**src/rtl/fc_feed_ctrl.sv**
```systemverilog
// Fully-connected layer sequencer: streams node/weight/bias operands from
// 1-cycle-latency memories into an external MAC core, one neuron at a time,
// and captures each neuron's accumulated result.
module fc_feed_ctrl #(
    parameter int unsigned DATA_WIDTH = 9,
    parameter int unsigned NUM_IN     = 16,
    parameter int unsigned NUM_OUT    = 8
) (
    input  logic                                      clk,
    input  logic                                      reset_n,
    input  logic                                      i_start,
    input  logic                                      i_abort,
    output logic                                      o_idle,
    output logic                                      o_done,
    output logic                                      o_node_ce,
    output logic [$clog2(NUM_IN)-1:0]                 o_node_addr,
    input  logic [DATA_WIDTH-1:0]                     i_node_data,
    output logic                                      o_wegt_ce,
    output logic [$clog2(NUM_IN*NUM_OUT)-1:0]         o_wegt_addr,
    input  logic [DATA_WIDTH-1:0]                     i_wegt_data,
    output logic                                      o_bias_ce,
    output logic [((NUM_OUT > 1) ? $clog2(NUM_OUT) : 1)-1:0] o_bias_addr,
    input  logic [DATA_WIDTH-1:0]                     i_bias_data,
    output logic                                      o_core_run,
    output logic                                      o_core_valid,
    output logic [DATA_WIDTH-1:0]                     o_core_node,
    output logic [DATA_WIDTH-1:0]                     o_core_wegt,
    output logic [DATA_WIDTH-1:0]                     o_core_bias,
    input  logic [4*DATA_WIDTH-1:0]                   i_core_result,
    output logic                                      o_result_valid,
    output logic [4*DATA_WIDTH-1:0]                   o_result,
    output logic [((NUM_OUT > 1) ? $clog2(NUM_OUT) : 1)-1:0] o_result_idx
);

    localparam int unsigned IN_AW  = $clog2(NUM_IN);
    localparam int unsigned WGT_AW = $clog2(NUM_IN * NUM_OUT);
    localparam int unsigned OUT_AW = (NUM_OUT > 1) ? $clog2(NUM_OUT) : 1;
    localparam int unsigned RES_W  = 4 * DATA_WIDTH;

    localparam logic [IN_AW-1:0]  IN_LAST  = IN_AW'(NUM_IN - 1);
    localparam logic [OUT_AW-1:0] OUT_LAST = OUT_AW'(NUM_OUT - 1);
    localparam logic [WGT_AW-1:0] NUM_IN_W = WGT_AW'(NUM_IN);

    typedef enum logic [2:0] {
        S_IDLE, S_CLEAR, S_FEED, S_WAIT, S_CAPTURE, S_DONE
    } state_t;

    state_t              state_q, state_d;
    logic [IN_AW-1:0]    in_idx_q, in_idx_d;
    logic [OUT_AW-1:0]   out_idx_q, out_idx_d;
    logic                bias_vld_q;
    logic                abort;

    logic                idle_d, done_d, node_ce_d, wegt_ce_d, bias_ce_d;
    logic [IN_AW-1:0]    node_addr_d;
    logic [WGT_AW-1:0]   wegt_addr_d;
    logic [OUT_AW-1:0]   bias_addr_d;
    logic                core_run_d, core_valid_d;
    logic [DATA_WIDTH-1:0] core_bias_d;
    logic                result_valid_d;
    logic [RES_W-1:0]    result_d;
    logic [OUT_AW-1:0]   result_idx_d;

    // Node and weight operands pass straight through; memory latency already aligns them with o_core_valid
    assign o_core_node = i_node_data;
    assign o_core_wegt = i_wegt_data;

    // Next-state, counters, and next values of every registered output
    always_comb begin
        state_d   = state_q;
        in_idx_d  = in_idx_q;
        out_idx_d = out_idx_q;
        abort     = i_abort && (state_q != S_IDLE);

        case (state_q)
            S_IDLE: begin
                if (i_start && !i_abort) begin
                    state_d   = S_CLEAR;
                    out_idx_d = '0;
                end
            end
            S_CLEAR: begin
                state_d  = S_FEED;
                in_idx_d = '0;
            end
            S_FEED: begin
                if (in_idx_q == IN_LAST) state_d = S_WAIT;
                else                     in_idx_d = in_idx_q + IN_AW'(1);
            end
            S_WAIT: state_d = S_CAPTURE;
            S_CAPTURE: begin
                if (out_idx_q == OUT_LAST) begin
                    state_d = S_DONE;
                end else begin
                    state_d   = S_CLEAR;
                    out_idx_d = out_idx_q + OUT_AW'(1);
                end
            end
            S_DONE:  state_d = S_IDLE;
            default: state_d = S_IDLE;
        endcase

        if (abort) state_d = S_IDLE;

        idle_d         = (state_d == S_IDLE);
        node_ce_d      = (state_d == S_FEED);
        wegt_ce_d      = (state_d == S_FEED);
        bias_ce_d      = (state_d == S_CLEAR);
        node_addr_d    = node_ce_d ? in_idx_d : o_node_addr;
        wegt_addr_d    = wegt_ce_d ? (WGT_AW'(out_idx_d) * NUM_IN_W + WGT_AW'(in_idx_d)) : o_wegt_addr;
        bias_addr_d    = bias_ce_d ? out_idx_d : o_bias_addr;
        core_run_d     = (state_d == S_CLEAR) || abort;
        core_valid_d   = o_node_ce && !abort;
        core_bias_d    = (bias_vld_q && !abort) ? i_bias_data : '0;
        result_valid_d = (state_q == S_CAPTURE) && !abort;
        result_d       = result_valid_d ? i_core_result : o_result;
        result_idx_d   = result_valid_d ? out_idx_q : o_result_idx;
        done_d         = (state_q == S_DONE) && !abort;
    end

    // State, counters and output registers
    always_ff @(posedge clk or negedge reset_n) begin
        if (!reset_n) begin
            state_q        <= S_IDLE;
            in_idx_q       <= '0;
            out_idx_q      <= '0;
            bias_vld_q     <= 1'b0;
            o_idle         <= 1'b1;
            o_done         <= 1'b0;
            o_node_ce      <= 1'b0;
            o_node_addr    <= '0;
            o_wegt_ce      <= 1'b0;
            o_wegt_addr    <= '0;
            o_bias_ce      <= 1'b0;
            o_bias_addr    <= '0;
            o_core_run     <= 1'b0;
            o_core_valid   <= 1'b0;
            o_core_bias    <= '0;
            o_result_valid <= 1'b0;
            o_result       <= '0;
            o_result_idx   <= '0;
        end else begin
            state_q        <= state_d;
            in_idx_q       <= in_idx_d;
            out_idx_q      <= out_idx_d;
            bias_vld_q     <= o_bias_ce && !abort;
            o_idle         <= idle_d;
            o_done         <= done_d;
            o_node_ce      <= node_ce_d;
            o_node_addr    <= node_addr_d;
            o_wegt_ce      <= wegt_ce_d;
            o_wegt_addr    <= wegt_addr_d;
            o_bias_ce      <= bias_ce_d;
            o_bias_addr    <= bias_addr_d;
            o_core_run     <= core_run_d;
            o_core_valid   <= core_valid_d;
            o_core_bias    <= core_bias_d;
            o_result_valid <= result_valid_d;
            o_result       <= result_d;
            o_result_idx   <= result_idx_d;
        end
    end

endmodule

```
**config.mk**
```make
export PLATFORM = sky130hd
export DESIGN_NAME = fc_feed_ctrl
export DESIGN_NICKNAME = d
export VERILOG_FILES = /design/src/rtl/fc_feed_ctrl.sv
export SDC_FILE = /design/constraint.sdc
export NUM_CORES = 1
export LEC_CHECK = 0
export ABC_AREA = 1
export BUFFER_PORTS_ARGS = -buffer_cell sky130_fd_sc_hd__buf_2
export CORE_MARGIN = 4
export CORE_UTILIZATION = 50
export CTS_CLUSTER_SIZE = 24
export DETAILED_ROUTE_END_ITERATION = 12
export MAX_ROUTING_LAYER = met4
export PLACE_DENSITY = 0.85
export REMOVE_ABC_BUFFERS = 1
export SETUP_SLACK_MARGIN = 0.05
export SYNTH_ARGS = -nofsm -noshare
export SYNTH_HDL_FRONTEND = slang
export SYNTH_SLANG_ARGS = --single-unit
```
**constraint.sdc**
```tcl
create_clock -name clk -period 2.8 [get_ports clk]
set_input_delay 0.56 -clock clk [delete_from_list [all_inputs] [get_ports clk]]
set_output_delay 0.56 -clock clk [all_outputs]
set_load 0.005 [all_outputs]
```
==> metrics.txt <==
Tightest Pin Transition about 0.92 ns; Max H-tree Level 3; required time of the critical path ~3.0 ns; slowest stage cell, crit path sky130_fd_sc_hd__dfrtp_1; biggest fanout along the worst timing path 10; area of the die 7970 µm²; minimum clock period roughly 1.6 ns; sequential share of power 0.478; final number of max-transition violations 0; Chip Height ~89 µm; share of total power in the clock network 0.277; Worst Hold Class primary input to async pin; net switching fraction of the power 0.303; post-layout instance area between 3000 and 4000 µm²; setup violators final 0; placed wire-length estimate after detailed placement 5430 µm; Setup Fix Bufs, Post-CTS 0; fmax between 0.6 and 0.7 GHz; number of clock sinks 76; clock insertion delay at the later pin of the skew report roughly 0.34 ns; NetSw 0.976 mW; die extent in x a little under 90 µm; setup TNS 0 ns; cell internal power dissipation around 2.2 mW; clock transition at the registers of the reported paths roughly 0.07 ns; most area-hungry cell type in the Yosys netlist sky130_fd_sc_hd__dfrtp_1; post-cts hold buffer count 0; final antenna diode count 0; final hold violation count 0; IO Count between 150 and 200; via count of the first global-routing pass 2441; final core utilization 0.626; wire length of the first global-routing pass 11200 µm; summed instance area of the synthesized netlist roughly 3300 µm²; Max Root-Sink Buffers 2; Post-Route M1 WL approximately 3000 µm; IO Port Bufs about 120; multi-input logic area between 1000 and 1500 µm²; Worst Setup Path Type flip-flop to flip-flop; mean instance size in the synthesized netlist 9.10 µm²; final routed wire length divided by cell count roughly 14 µm; peak supply drop roughly 0.48 mV; Synth Instances ~360; initial antenna violation count 0; Period Utilization, post-route 0.557; sequential fraction of the synthesis area 0.576; area occupied by registers ~1900 µm²; root buffer cell sky130_fd_sc_hd__clkbuf_8; net count reported at finish 531; post-synth top area share 0.568; number of synthesis warnings 0; starting utilization of the core area 0.517; number of design rule violations left after detail routing 0; post-synthesis sequential element count 76; highest cell delay on the worst timing path ~0.43 ns; gp weighted congestion slightly above 0.8; Buf+Inv Stages, Crit Path 2; type of origin of the critical path flip-flop; Post-Place Setup Slack 1.13 ns; count of non-filler cells in the finished layout roughly 540; antenna violation net count after detailed routing 0; worst slew slack as a fraction of its limit 0.389; most numerous cell on the critical path sky130_fd_sc_hd__nand2_1; critical path cell sequence inv_2 > nand2_1 > nor2_4 > inv_2 > nor2_8 > nand2_4 > nand2_1 > nand2_1; final critical-path setup slack about 1.2 ns; total placed cells including tap cells ~530; leakage power figure 2.43 nW; TritonCTS buffer count 9; P per Cell Area approximately 800 nW/µm²; dominant cells by area after synthesis sky130_fd_sc_hd__dfrtp_1 (57%), sky130_fd_sc_hd__nand2_1 (18%), sky130_fd_sc_hd__buf_4 (5.5%), sky130_fd_sc_hd__nand3_1 (3.2%), sky130_fd_sc_hd__inv_1 (2.6%); final global-route overflow total 0; worst-case clock skew ~0.007 ns; PostCTS Resize Cnt 0; CTS tree done; unrepaired setup endpoints after global routing no; Routed WL roughly 7400 µm; first-pass iteration count of the detailed router 6; Gate power share 0.246; initial DRC count 118; maximum number of pins on one net before global-route repair 77; Met3 Wirelength ~760 µm; final-layout fill cell count approximately 530; smallest hold slack between 0.3 and 0.4 ns; MaxCap Viol Count 0; number of standard-cell rows in the floorplan 29; Top Metal Used met4; data arrival time of the critical path roughly 1.8 ns; outcome finished clean; total cell area at the placement stage ~3800 µm²; total via count after detailed routing 2583; met2 routed WL approximately 3500 µm; number of vias per cell between 4 and 5; kind of end point of the critical path flip-flop; total power draw between 3 and 4 mW; layout overhead on the synthesized area 20.9%; top cell family by delay on the critical path simple AND/OR/NAND/NOR gates; core region area ~6400 µm²; fraction of layout instances using a drive strength above 1 0.351; overall global routing resource usage 0.190; Synth cell types 26
==> area by class of cell <==
| class | instances | area share |
|---|---|---|
| Sequential cell | 76 | 0.476 |
| Multi-Input combinational cell | 226 | 0.267 |
| Timing Repair Buffer | 119 | 0.150 |
| Clock buffer | 10 | 0.0319 |
| Inverter | 30 | 0.0285 |
| Tap cell | 77 | 0.0241 |
| Clock inverter | 6 | 0.0219 |
==> metal layers <==
layer | global-route usage | vias to the layer above
met4 | 0.0528 | 0
met3 | 0.0765 | 10
li1 | - | 1281
met1 | 0.229 | 1183
met5 | - | -
met2 | 0.297 | 109
==> synth_stat cells <==
cell	instances
sky130_fd_sc_hd__a21oi_2	1
sky130_fd_sc_hd__buf_2	6
sky130_fd_sc_hd__buf_4	24
sky130_fd_sc_hd__buf_6	1
sky130_fd_sc_hd__clkinv_2	1
sky130_fd_sc_hd__dfrtp_1	75
sky130_fd_sc_hd__dfstp_2	1
sky130_fd_sc_hd__ha_1	2
sky130_fd_sc_hd__inv_1	23
sky130_fd_sc_hd__inv_2	6
sky130_fd_sc_hd__nand2_1	160
sky130_fd_sc_hd__nand2_2	4
sky130_fd_sc_hd__nand2_4	4
sky130_fd_sc_hd__nand2_8	1
sky130_fd_sc_hd__nand3_1	21
sky130_fd_sc_hd__nand3_2	1
sky130_fd_sc_hd__nand4_1	1
sky130_fd_sc_hd__nor2_1	14
sky130_fd_sc_hd__nor2_2	2
sky130_fd_sc_hd__nor2_4	5
sky130_fd_sc_hd__nor2_8	2
sky130_fd_sc_hd__nor4_1	1
sky130_fd_sc_hd__o21ai_0	1
sky130_fd_sc_hd__o21ai_1	4
sky130_fd_sc_hd__o21ai_2	1
sky130_fd_sc_hd__o21bai_4	1
==> final timing paths <==
| path | depth (start not counted) | end | from | slack (ns) |
|---|---|---|---|---|
| max in group asynchronous | 1 | out_idx_q[0] | reset_n | 1.85 |
| setup / recovery | 8 | o_wegt_addr[3] | state_q[2] | 1.24 |
| min in group clk | 3 | o_result[21] | i_core_result[21] | 0.41 |
| hold / removal | 1 | o_result[20] | reset_n | 0.37 |
| hold reg to reg | 2 | o_result[13] | o_result[13] | 0.47 |
| setup reg to reg | 8 | o_wegt_addr[3] | state_q[2] | 1.24 |
==> state kept, by name (all words and copies together), names as in the netlist, 3 cells and up <==
name	count
o_wegt_addr	4
in_idx_q	4
o_result	36
o_node_addr	3
o_bias_addr	3
state_q	3
out_idx_q	3
o_core_bias	9
o_result_idx	3
==> power groups by stage <==
stage,logic [mW],registers [mW],clock network (mW)
after global routing,0.908,1.58,0.971
after CTS,0.811,1.54,0.919
after detailed placement,0.809,1.56,0
after floorplan,0.343,1.59,0
final,0.791,1.54,0.891
after global placement,0.775,1.55,0
==> logic make-up (layout without fill, tap and decap cells) <==
logic type,Yosys count,in the layout,synth area share
and+or+nand+nor,216,216,0.296
DFF,76,76,0.576
buffers and inverters,61,165,0.101
AOI/OAI and AO/OA,8,8,0.0186
adders and majority gates,2,2,0.00757
==> cell usage in the layout, fill, tap and decap left out, types with 3 or more instances in the layout <==
| cell | instances |
|---|---|
| sky130_fd_sc_hd__clkinv_2 | 3 |
| sky130_fd_sc_hd__inv_1 | 23 |
| sky130_fd_sc_hd__nand2_2 | 4 |
| sky130_fd_sc_hd__nand3_1 | 21 |
| sky130_fd_sc_hd__nor2_1 | 14 |
| sky130_fd_sc_hd__nand2_4 | 4 |
| sky130_fd_sc_hd__nand2_1 | 160 |
| sky130_fd_sc_hd__inv_2 | 6 |
| sky130_fd_sc_hd__clkbuf_8 | 9 |
| sky130_fd_sc_hd__dfrtp_1 | 75 |
| sky130_fd_sc_hd__nor2_4 | 5 |
| sky130_fd_sc_hd__buf_2 | 117 |
| sky130_fd_sc_hd__o21ai_1 | 4 |
Power figures use the tool's default switching activity.
